==> src/rtl/writeback_unit.sv <==
// rtl/writeback_unit.sv - register file write-port arbiter: ALU priority, buffered long-path results, optional scoreboard (WB_SCOREBOARD_EN)
module writeback_unit #(
   parameter int DEPTH = 4
) (
   input  logic                     clk,
   input  logic                     rst_n,
   input  logic                     clk_en,
   input  logic                     alu_valid,
   input  logic [4:0]               alu_rd,
   input  logic [31:0]              alu_data,
   input  logic                     mem_valid,
   output logic                     mem_ready,
   input  logic [4:0]               mem_rd,
   input  logic [31:0]              mem_data,
   input  logic                     issue_valid,
   input  logic [4:0]               issue_rd,
   output logic                     rf_we,
   output logic [4:0]               rf_rd_addr,
   output logic [31:0]              rf_din,
   output logic [31:0]              pending,
   output logic [$clog2(DEPTH):0]   fifo_count
);

   localparam int AW = $clog2(DEPTH);
   localparam logic [AW:0] FULL_COUNT = (AW + 1)'(DEPTH);

   logic [4:0]    fifo_rd   [DEPTH];
   logic [31:0]   fifo_data [DEPTH];
   logic [AW-1:0] wr_ptr;
   logic [AW-1:0] rd_ptr;
   logic [AW:0]   count;

   logic          alu_sel;
   logic          push;
   logic          pop;
   logic [4:0]    head_rd;
   logic [31:0]   head_data;

   // ALU to x0 is not a write, so it does not claim the port
   assign alu_sel   = alu_valid && (alu_rd != 5'd0);
   // full check uses the pre-edge count: no push-on-full even while popping
   assign mem_ready = clk_en && (count < FULL_COUNT);
   assign push      = mem_valid && mem_ready;
   // pop only sees entries already stored, so a push is never bypassed
   assign pop       = clk_en && !alu_sel && (count != '0);
   assign head_rd   = fifo_rd[rd_ptr];
   assign head_data = fifo_data[rd_ptr];
   assign fifo_count = count;

   // FIFO storage; contents are don't-care while not counted
   always_ff @(posedge clk) begin
      if (push) begin
         fifo_rd[wr_ptr]   <= mem_rd;
         fifo_data[wr_ptr] <= mem_data;
      end
   end

   // FIFO pointers and occupancy
   always_ff @(posedge clk or negedge rst_n) begin
      if (!rst_n) begin
         wr_ptr <= '0;
         rd_ptr <= '0;
         count  <= '0;
      end else begin
         if (push) wr_ptr <= wr_ptr + 1'b1;
         if (pop)  rd_ptr <= rd_ptr + 1'b1;
         case ({push, pop})
            2'b10:   count <= count + 1'b1;
            2'b01:   count <= count - 1'b1;
            default: count <= count;
         endcase
      end
   end

   // Registered write port; address/data hold when nothing is written
   always_ff @(posedge clk or negedge rst_n) begin
      if (!rst_n) begin
         rf_we      <= 1'b0;
         rf_rd_addr <= '0;
         rf_din     <= '0;
      end else if (clk_en) begin
         if (alu_sel) begin
            rf_we      <= 1'b1;
            rf_rd_addr <= alu_rd;
            rf_din     <= alu_data;
         end else if (pop && (head_rd != 5'd0)) begin
            rf_we      <= 1'b1;
            rf_rd_addr <= head_rd;
            rf_din     <= head_data;
         end else begin
            rf_we      <= 1'b0;
         end
      end
   end

`ifdef WB_SCOREBOARD_EN
   logic [31:0] pend_q;
   logic [31:0] set_mask;
   logic [31:0] clr_mask;

   // issue sets, committed long-path write clears; set applied last so it wins
   always_comb begin
      set_mask = '0;
      clr_mask = '0;
      if (issue_valid && (issue_rd != 5'd0)) set_mask[issue_rd] = 1'b1;
      if (pop && (head_rd != 5'd0))          clr_mask[head_rd]  = 1'b1;
   end

   // Scoreboard state; bit 0 forced to zero
   always_ff @(posedge clk or negedge rst_n) begin
      if (!rst_n) begin
         pend_q <= '0;
      end else if (clk_en) begin
         pend_q <= ((pend_q & ~clr_mask) | set_mask) & 32'hFFFF_FFFE;
      end
   end

   assign pending = pend_q;
`else
   logic unused_issue;
   assign unused_issue = ^{issue_valid, issue_rd};
   assign pending      = 32'h0;
`endif

endmodule

==> config.mk <==
export PLATFORM = sky130hd
export DESIGN_NAME = writeback_unit
export DESIGN_NICKNAME = d
export VERILOG_FILES = /design/src/rtl/writeback_unit.sv
export SDC_FILE = /design/constraint.sdc
export NUM_CORES = 1
export LEC_CHECK = 0
export BUFFER_PORTS_ARGS = -buffer_cell sky130_fd_sc_hd__clkbuf_2
export CAP_MARGIN = 20
export CELL_PAD_IN_SITES_DETAIL_PLACEMENT = 1
export CELL_PAD_IN_SITES_GLOBAL_PLACEMENT = 1
export CORE_MARGIN = 8
export CORE_UTILIZATION = 46
export DETAILED_ROUTE_END_ITERATION = 10
export MAX_ROUTING_LAYER = met4
export PLACE_DENSITY_LB_ADDON = 0.1
export SLEW_MARGIN = 20
export SYNTH_ARGS = -nofsm -noshare
export SYNTH_HDL_FRONTEND = slang
export SYNTH_SLANG_ARGS = --single-unit
==> constraint.sdc <==
create_clock -name clk -period 3.3 [get_ports clk]
set_input_delay 0.495 -clock clk [delete_from_list [all_inputs] [get_ports clk]]
set_output_delay 0.495 -clock clk [all_outputs]
set_load 0.01 [all_outputs]
# After elaboration in Yosys (flattened, before gate mapping)
# Memory sizes are Yosys's and may differ from the RTL's.
# Index checks and enable logic that the tools add are counted.
word_totals:
  mem_bits_rw: 148
  in_bits: 85
  out_inout_bits: 74
  latchBits: 0
  rom_bits: 0
  regBits: 45
  mem_count: 2
  elab_cells: 37
mem_list:
  columns: ["name", "depth", "width", "rd", "rd_ports_with_merged_regs", "wr", "line", "text"]
  rows:
  - ["fifo_data", 4, 32, 1, 0, 1, "28", "logic [31:0] fifo_data [DEPTH];"]
  - ["fifo_rd", 4, 5, 1, 0, 1, "27", "logic [4:0] fifo_rd [DEPTH];"]
classes:
  shift: 0
  add_sub_neg: 4
  reduce_logical: 13
  mux: 9
  bitwise_logic: 0
  n_mul: 0
  div: 0
  n_lt_le_gt_ge: 1
  eq_ne: 2
op_table:
  columns: ["operator", "count"]
  rows:
  - ["$mux 32", 2]
  - ["$mux 5", 2]
  - ["$reduce_bool 5->1", 2]
  - ["$logic_and 1x1->1", 6]
  - ["$pmux 3 s2", 1]
  - ["$add 2x1->2 const B", 2]
  - ["$mux 1", 4]
  - ["$reduce_bool 2->1", 2]
  - ["$add 3x1->3 const B", 1]
  - ["$lt 3x3->1 const B", 1]
  - ["$reduce_bool 3->1", 1]
  - ["$sub 3x1->3 const B", 1]
  - ["$eq 2x1->1 const B", 1]
  - ["$eq 2x2->1 const B", 1]
  - ["$reduce_and 2->1", 1]
  - ["$logic_not 1->1", 1]

# Longest topological paths before layout
# Gate-level depths: netlist (run 1).
depth:
  depth_word: 8
  depth_mapped: 11
  mapped_depth_nobuf: 10

# Least setup slack after synthesis (run 1)
# Ideal clock, no wire load.
synth_path:
  kind: "in2reg"
  from: "input alu_rd[0]"
  to: "register count[2] (netlist: fifo_count[2])"
  setup_slack_ps: 486
  t_arrival_ps: 2735
  n_path_buf: 1
  setup_time_ps: 79
  path_stages: 11
  required_ps: 3221
  cell_sequence: "or4_1 > o21a_1 > or2_2 > clkbuf_1 > inv_1 > ha_1 > inv_1 > fa_1 > xor2_1 > nor2_1 > xor2_1"
synth_between:
  elab_chain_len: 7
  word_cells_on_any_way: 9
synth_rtl:
  columns: ["element", "line", "text"]
  rows:
  - ["from (decl)", "9", "input logic [4:0] alu_rd,"]
  - ["$reduce_bool 5->1 (*)", "40", "assign alu_sel = alu_valid && (alu_rd != 5'd0);"]
  - ["$logic_and 1x1->1 (*)", "40", null]
  - ["$logic_not 1->1 (*)", "45", "assign pop = clk_en && !alu_sel && (count != '0);"]
  - ["$logic_and 1x1->1 (*) (2 in a row)", "45", null]
  - ["via pop", "35", "logic pop;"]
  - ["$eq 2x1->1 / $eq 2x2->1 (equally long branches)", "67", "case ({push, pop})"]
  - ["$pmux 3 s2 / $reduce_bool 2->1 (equally long branches)", null, null]
  - ["to (signal assigned)", "68", "2'b10: count <= count + 1'b1;"]
  - ["to (signal assigned)", "69", "2'b01: count <= count - 1'b1;"]
  - ["to (signal assigned)", "70", "default: count <= count;"]
  - ["to (decl)", "31", "logic [AW:0] count;"]
# The timed path passes the listed nets; every way through them passes the cells marked *.
# A chain may end at the register's enable or synchronous reset.

# Final worst setup path (run 1)
layout_path:
  from: "register rd_ptr[0]"
  to: "register rf_din[19]"
layout_between:
  elab_chain_len: 5
  word_cells_on_any_way: 8
layout_rtl:
  columns: ["element", "line", "text"]
  rows:
  - ["from (decl)", "30", "logic [AW-1:0] rd_ptr;"]
  - ["from (signal assigned)", "66", "if (pop) rd_ptr <= rd_ptr + 1'b1;"]
  - ["$mem_v2 4x5", null, null]
  - ["$reduce_bool 5->1", "86", "end else if (pop && (head_rd != 5'd0)) begin"]
  - ["$logic_and 1x1->1", "86", null]
  - ["$reduce_bool 2->1 (no line)", null, null]
  - ["$reduce_and 2->1 (no line)", null, null]
  - ["to (signal assigned)", "85", "rf_din <= alu_data;"]
  - ["to (signal assigned)", "89", "rf_din <= head_data;"]
  - ["to (decl)", "19", "output logic [31:0] rf_din,"]
# Parallel ways exist; a longest one is shown, timed or not. The select of a mux whose other input is x is not followed.

==> results.md, run 1 <==
* Status: complete, no violations
* R2r endpoint: rf_din[19]
* Die ar. at 0.0220 mm^2
* Endpoints failing setup at 0
* Worst r2r src: rd_ptr[0]
* Initial Utilization at 0.468
* Setup TNS at 0 ps
* Power per cell area at 758 mW/mm^2
* Actual slew at the worst max-slew pin at 708 ps
* Routability-driven placement congestion ratio at 0.698
* Minimum clock period at 2900 ps
* Yosys cell types at 34
* Row count at 48
* Largest net degree at the start of global routing at 42
* Final Power at 0.00710 W
* Residual DRC at 0
* Hold-fix buffers, CTS at 0
* Setup Buffers After CTS at 0
* CP arrival at 3210 ps
* CTS buffer count at 17
* DR vias/cell at 5.38
* P_leak at 3.60 nW
* Clock Path Buffers at 2
* Relative max-transition margin at 0.528
* Worst Path Max Fanout at 38
* Non-Filler Cell Area, Final at 0.00937 mm^2
* Core Footprint at 0.0172 mm^2
* Post-DP Area at 0.00882 mm^2
* Drt first-iter violations at 238
* CTS tree: yes
* WL met1 at 7.72 mm
* Synth warn at 0
* I/O pin count at 159
* R2R setup slack at 400 ps
* Pre-Repair DR Iteration Count at 4
* Sinks on Clock Net at 193
* Layout Nets at 705
* Fmax at 345 MHz
* Critical path class: reg -> reg
* Worst clock skew at 8.10 ps
* Register area at 0.00558 mm^2
* Layout area overhead at 16.5%
* Crit start category: register
* Max Cap Violations at 0
* Syn Inst Count at 485
* DP HPWL at 11.9 mm
* Slew Limit Fails at 0
* Chip Height at 148 um
* Initial antenna violation count at 2
* Max IR drop VDD at 0.000557 V
* Gr usage total at 0.178
* IO buf count at 120
* Routed length on met3 at 916 um
* Hold crit path type: in -> async
* Clk Tree Root Cell: clkbuf_16
* Synth area leader: edfxtp_1
* Yosys top cell area share at 0.553
* CP required at 3610 ps
* Seq/Total Area, Yosys at 0.693
* Number of global-route vias before repair at 5081
* Antenna Nets Post-Route at 0
* # fillers at 1694
* Via count at 4593
* Final Hold Fails at 0
* R2R cell count at 5
* Clk_lat worst skew at 430 ps
* Yosys reg bits at 193
* DR WL met2 at 9.56 mm
* Gr ovfl total at 0
* Mapped Avg Cell Area at 16.6 um^2
* Die Wd at 148 um
* Top sig layer: met4
* Reg clk slew, reported paths at 70 ps
* Synth area leaders: edfxtp_1, dfrtp_1, mux4_2
* First-pass GRT wire length at 28.7 mm
* Fin crit share at 0.877
* Post_cts resized at 0
* Multi-input gate area at 0.00208 mm^2
* Synthesized area at 0.00804 mm^2
* Routed WL at 18.5 mm
* Crit. End Element: register
* Routed length per instance at 21.6 um
* H-Tree Depth at 4
* RSZ-0062 raised after global routing: false
* Share of cells above drive strength 1 at 0.370
state kept, by name, summed over array words and instances, names as in the netlist:
name        count
fifo_rd        20
fifo_count      3
rf_we           1
fifo_data     128
rf_din         32
rf_rd_addr      5
wr_ptr          2
rd_ptr          2
cell usage in the layout, fill, tap and decap left out, types with 2 or more instances in the layout:
master	Yosys	routed
edfxtp_1	148	148
clkbuf_2	0	120
nor3_1	47	47
dfrtp_1	45	43
inv_1	39	39
mux4_2	36	36
nor2_1	36	36
conb_1	1	32
a221oi_2	20	20
clkbuf_16	0	17
buf_4	34	16
a221oi_1	12	12
o22ai_1	5	5
ha_1	5	5
and3_2	0	4
xnor2_1	4	4
clkinv_1	0	4
nor4_1	3	3
clkinv_4	0	3
diode_2	0	2
or3_1	2	2
nand2_2	0	2
nand2_1	4	2
xor2_1	2	2
a21oi_1	2	2
clkinv_2	0	2
inv_6	0	2
clkinvlp_4	0	2
synth_stat cells:
cell / n
a221oi_1: 12
nor2_1: 36
xor2_1: 2
dfrtp_1: 45
xnor2_1: 4
and3_1: 4
buf_1: 3
mux4_1: 1
a21oi_1: 2
ha_1: 5
nor2b_1: 1
and2_1: 1
nand2_1: 4
or2_2: 1
clkbuf_1: 13
o22ai_1: 5
or4_1: 1
a221oi_2: 20
fa_1: 1
edfxtp_1: 148
nor3_1: 47
buf_2: 4
nor4_1: 3
o21a_1: 2
buf_4: 34
buf_6: 4
or3_4: 1
mux2i_1: 1
inv_1: 39
o21ai_0: 1
mux4_2: 36
conb_1: 1
or3_1: 2
o21ai_2: 1
cell type report:
| class | count | share of cell area |
|---|---|---|
| clock buffer | 18 | 0.0458 |
| timing repair buffer | 137 | 0.0791 |
| tap | 225 | 0.0301 |
| multi-input combinational | 226 | 0.222 |
| inverter | 39 | 0.0156 |
| sequential | 193 | 0.595 |
| antenna | 2 | 0.000534 |
| clock inverter | 14 | 0.0122 |
report_power, final:
group / internal, W / switching, W
Combinational: 0.000919 / 0.00102
Sequential: 0.00300 / 0.000258
Clock: 0.00103 / 0.000877
Total: 0.00495 / 0.00215
layer usage:
layer,global-route usage,vias to the layer above
li1,-,2058
met1,0.211,2372
met2,0.295,138
met3,0.0383,25
met4,0.0658,0
met5,-,-
logic make-up (layout without fill, tap and decap cells):
family,count (synthesis),after routing,synth area share
buffers and inverters,97,208,0.0655
multiplexers,38,38,0.105
AO/OA/AOI/OAI,43,43,0.0592
XOR/XNOR,6,6,0.00654
other,1,34,0.000467
flip-flops,193,193,0.693
adder cells (fa/ha/maj),6,6,0.0103
AND/OR/NAND/NOR,101,101,0.0596
worst max path at each step:
| stage | slack [ps] | startpoint | to | depth (start not counted) |
|---|---|---|---|---|
| after detailed placement | 370 | alu_rd[0] | fifo_count[2] | 11 |
| after global routing | 260 | rd_ptr[0] | rf_din[24] | 5 |
| after global placement | 430 | alu_rd[0] | fifo_count[2] | 11 |
| after floorplan | 490 | alu_rd[0] | fifo_count[2] | 11 |
| final | 400 | rd_ptr[0] | rf_din[19] | 5 |
| after CTS | 370 | rd_ptr[0] | rf_din[19] | 5 |
per-stage QoR:
step           hold slack [ps]  setup slack, ps  instances   util
5_1_grt                    152              262        854  0.545
4_1_cts                    123              369        852  0.545
2_1_floorplan              199              486        516      -
3_5_place_dp               519              374        820  0.513
3_3_place_gp               506              432        820  0.513
6_report                   100              405        854  0.545
worst max-delay path, cell delays in order, from the launching register on:
cell and delay, ps:
dfrtp_4 610, mux4_1 670, or3_1 420, or3_4 370, buf_4 350, a221oi_1 360
No activity file was read; power rests on OpenSTA's default activity.
==> inputs of run 2 (changes only) <==
- PLACE_DENSITY_LB_ADDON: 0.1 -> 0.08
==> run 2 against run 1 <==
  * Fmax fell by 2.9%
  * Clock skew rose by 1.3 ps
  * Final cell count fell by 0.35%
  * Highest routed layer unchanged
  * Cell area rose by 0.45%
  * Clock power rose by 4%
  * Non-clock buffer count fell by 2
  * First-iteration DRC count fell by 14%
==> results.md, run 2 (synthesis gave the netlist of run 1 again) <==
* Status: complete, no violations
* Die Wd at 148 um (unchanged)
* Final Hold Fails at 0 (unchanged)
* Initial Utilization at 0.468 (unchanged)
* Antenna Nets Post-Route at 0 (unchanged)
* Hold-fix buffers, CTS at 0 (unchanged)
* I/O pin count at 159 (unchanged)
* Power per cell area at 762 mW/mm^2 (+0.50%)
* Fin crit share at 0.903 (+0.0260)
* Core Footprint at 0.0172 mm^2 (unchanged)
* Routed WL at 18.1 mm (-2.3%)
* Die ar. at 0.0220 mm^2 (unchanged)
* Register area at 0.00558 mm^2 (unchanged)
* R2R cell count at 6 (+1)
* Slew Limit Fails at 0 (unchanged)
* Residual DRC at 0 (unchanged)
* P_leak at 3.61 nW (+0.17%)
* Most common cell after layout, fill and taps aside: edfxtp_1
* Row count at 48 (unchanged)
* Regs by FF count: fifo_data: 128 flops, rf_din: 32 flops, fifo_rd: 20 flops
* Fmax at 335 MHz (-2.9%)
* Worst Path Max Fanout at 18 (-53%)
* Drt first-iter violations at 204 (-14%)
* Layout area overhead at 17.1%
* Actual slew at the worst max-slew pin at 805 ps (+97.3 ps)
* Endpoints failing setup at 0 (unchanged)
* Setup Buffers After CTS at 0 (unchanged)
* Relative max-transition margin at 0.463 (-0.0648)
* Worst clock skew at 9.40 ps (+1.29 ps)
* Largest register FFs at 128 (unchanged)
* Most frequent cells in the layout: edfxtp_1, clkbuf_2, nor3_1, dfrtp_1, inv_1
* DR vias/cell at 5.29 (-1.6%)
* Post_cts resized at 0 (unchanged)
* Layout Nets at 703 (-0.28%)
* Pre-Repair DR Iteration Count at 5 (+1)
* Share of power burned in registers at 0.449 (-0.009)
* Minimum clock period at 2980 ps (+85.9 ps)
* # fillers at 1693 (-0.059%)
* Max IR drop VDD at 0.000433 V (-22%)
* CP arrival at 3260 ps (+50 ps)
* CTS buffer count at 17 (unchanged)
* Routability-driven placement congestion ratio at 0.709 (+1.5%)
* Largest net degree at the start of global routing at 42 (unchanged)
* Clk Tree Root Cell: clkbuf_16
* Gr usage total at 0.176 (-0.00218)
* Number of global-route vias before repair at 5115 (+0.67%)
* Share of cells above drive strength 1 at 0.370 (-0.000416)
* Internal power at 0.00505 W (+2.1%)
* CTS tree: yes
* Clk_lat worst skew at 420 ps (about the same)
* Multi-input gate area at 0.00208 mm^2 (unchanged)
* Clock share of power at 0.277 (+0.008)
* Crit start category: register
* RSZ-0062 raised after global routing: false
* Final hold slack at 151 ps (+50.9 ps)
* Setup TNS at 0 ps (unchanged)
* Gr ovfl total at 0 (unchanged)
* DP HPWL at 12.0 mm (+0.22%)
* Gate power share at 0.274 (about the same)
* Reg clk slew, reported paths at 70 ps (about the same)
* R2R setup slack at 320 ps (-90 ps)
* Chip Height at 148 um (unchanged)
* Largest reg by FF count: fifo_data
* IO buf count at 120 (unchanged)
* Critical path class: reg -> reg
* Via count at 4505 (-1.9%)
* Final Util at 0.548 (+0.00248)
* Routed length per instance at 21.2 um (-2.0%)
* Initial antenna violation count at 1 (-1)
* Crit. End Element: register
* Clock Path Buffers at 2 (unchanged)
* Max Cap Violations at 0 (unchanged)
* First-pass GRT wire length at 28.4 mm (-0.87%)
* Switching Fraction at 0.295 (-0.00772)
* CP required at 3580 ps (-30 ps)
* Hold crit path type: in -> async
* H-Tree Depth at 4 (unchanged)
* Sinks on Clock Net at 193 (unchanged)
* P_sw at 0.00212 W (-1.6%)
-- run 2: cell types whose count changed in the layout (fill, tap and decap cells not counted), sizes merged --
cell | before | now
clkinvlp | 2 | 3
diode | 2 | 1
buf | 17 | 15
clkbuf | 138 | 141
bufinv | 1 | 2
clkinv | 9 | 6
inv | 41 | 39
-- run 2: worst paths after layout --
path / startpoint / end
min in group clk: mem_data[22] / fifo_data[0][22]
worst max-delay path: rd_ptr[0] / rf_din[7]
worst min register to register: fifo_count[0] / fifo_count[0]
worst min-delay path: rst_n / fifo_count[2]
max in group asynchronous: rst_n / rf_din[12]
worst max register to register: rd_ptr[0] / rf_din[7]
-- run 2: power groups by stage --
stage | Combinational, W | Clock (W) | Sequential [W]
finish | 0.00197 | 0.00198 | 0.00322
global route | 0.00217 | 0.00210 | 0.00327
CTS | 0.00203 | 0.00203 | 0.00323
detailed placement | 0.00202 | 0 | 0.00328
global placement | 0.00198 | 0 | 0.00325
floorplan | 0.00134 | 0 | 0.00329
-- run 2: layer usage --
metal / vias to the layer above / wire (um) / track usage
li1: 2059 / - / -
met1: 2321 / 7630 / 0.203
met2: 117 / 9350 / 0.302
met3: 8 / 945 / 0.0413
met4: 0 / 127 / 0.0495
met5: - / 0 / -
-- run 2: critical path, cell delays in order, from the launching register on --
cell,delay (ps)
dfrtp_4,530
mux4_1,640
or3_1,410
or3_4,360
o21ai_4,500
buf_12,270
a221oi_2,90
-- run 2: final cells by class --
| cell class | count | area share |
|---|---|---|
| diodes | 1 | 0.000266 |
| clock inverters | 11 | 0.0122 |
| flip-flops and latches | 193 | 0.592 |
| inverters | 39 | 0.0156 |
| multi-input cells | 226 | 0.221 |
| repair buffers | 135 | 0.0811 |
| well taps | 225 | 0.0299 |
| clock buffers | 21 | 0.0479 |
-- run 2: metrics by stage --
step                      std cells  area [um^2]  total power, W  setup slack, ps
after floorplan                 516         8150         0.00463              486
after global placement          818         8840         0.00523              328
after detailed placement        818         8840         0.00530              311
after CTS                       850         9410         0.00730              259
after global routing            851         9410         0.00755              192
final                           851         9410         0.00717              319
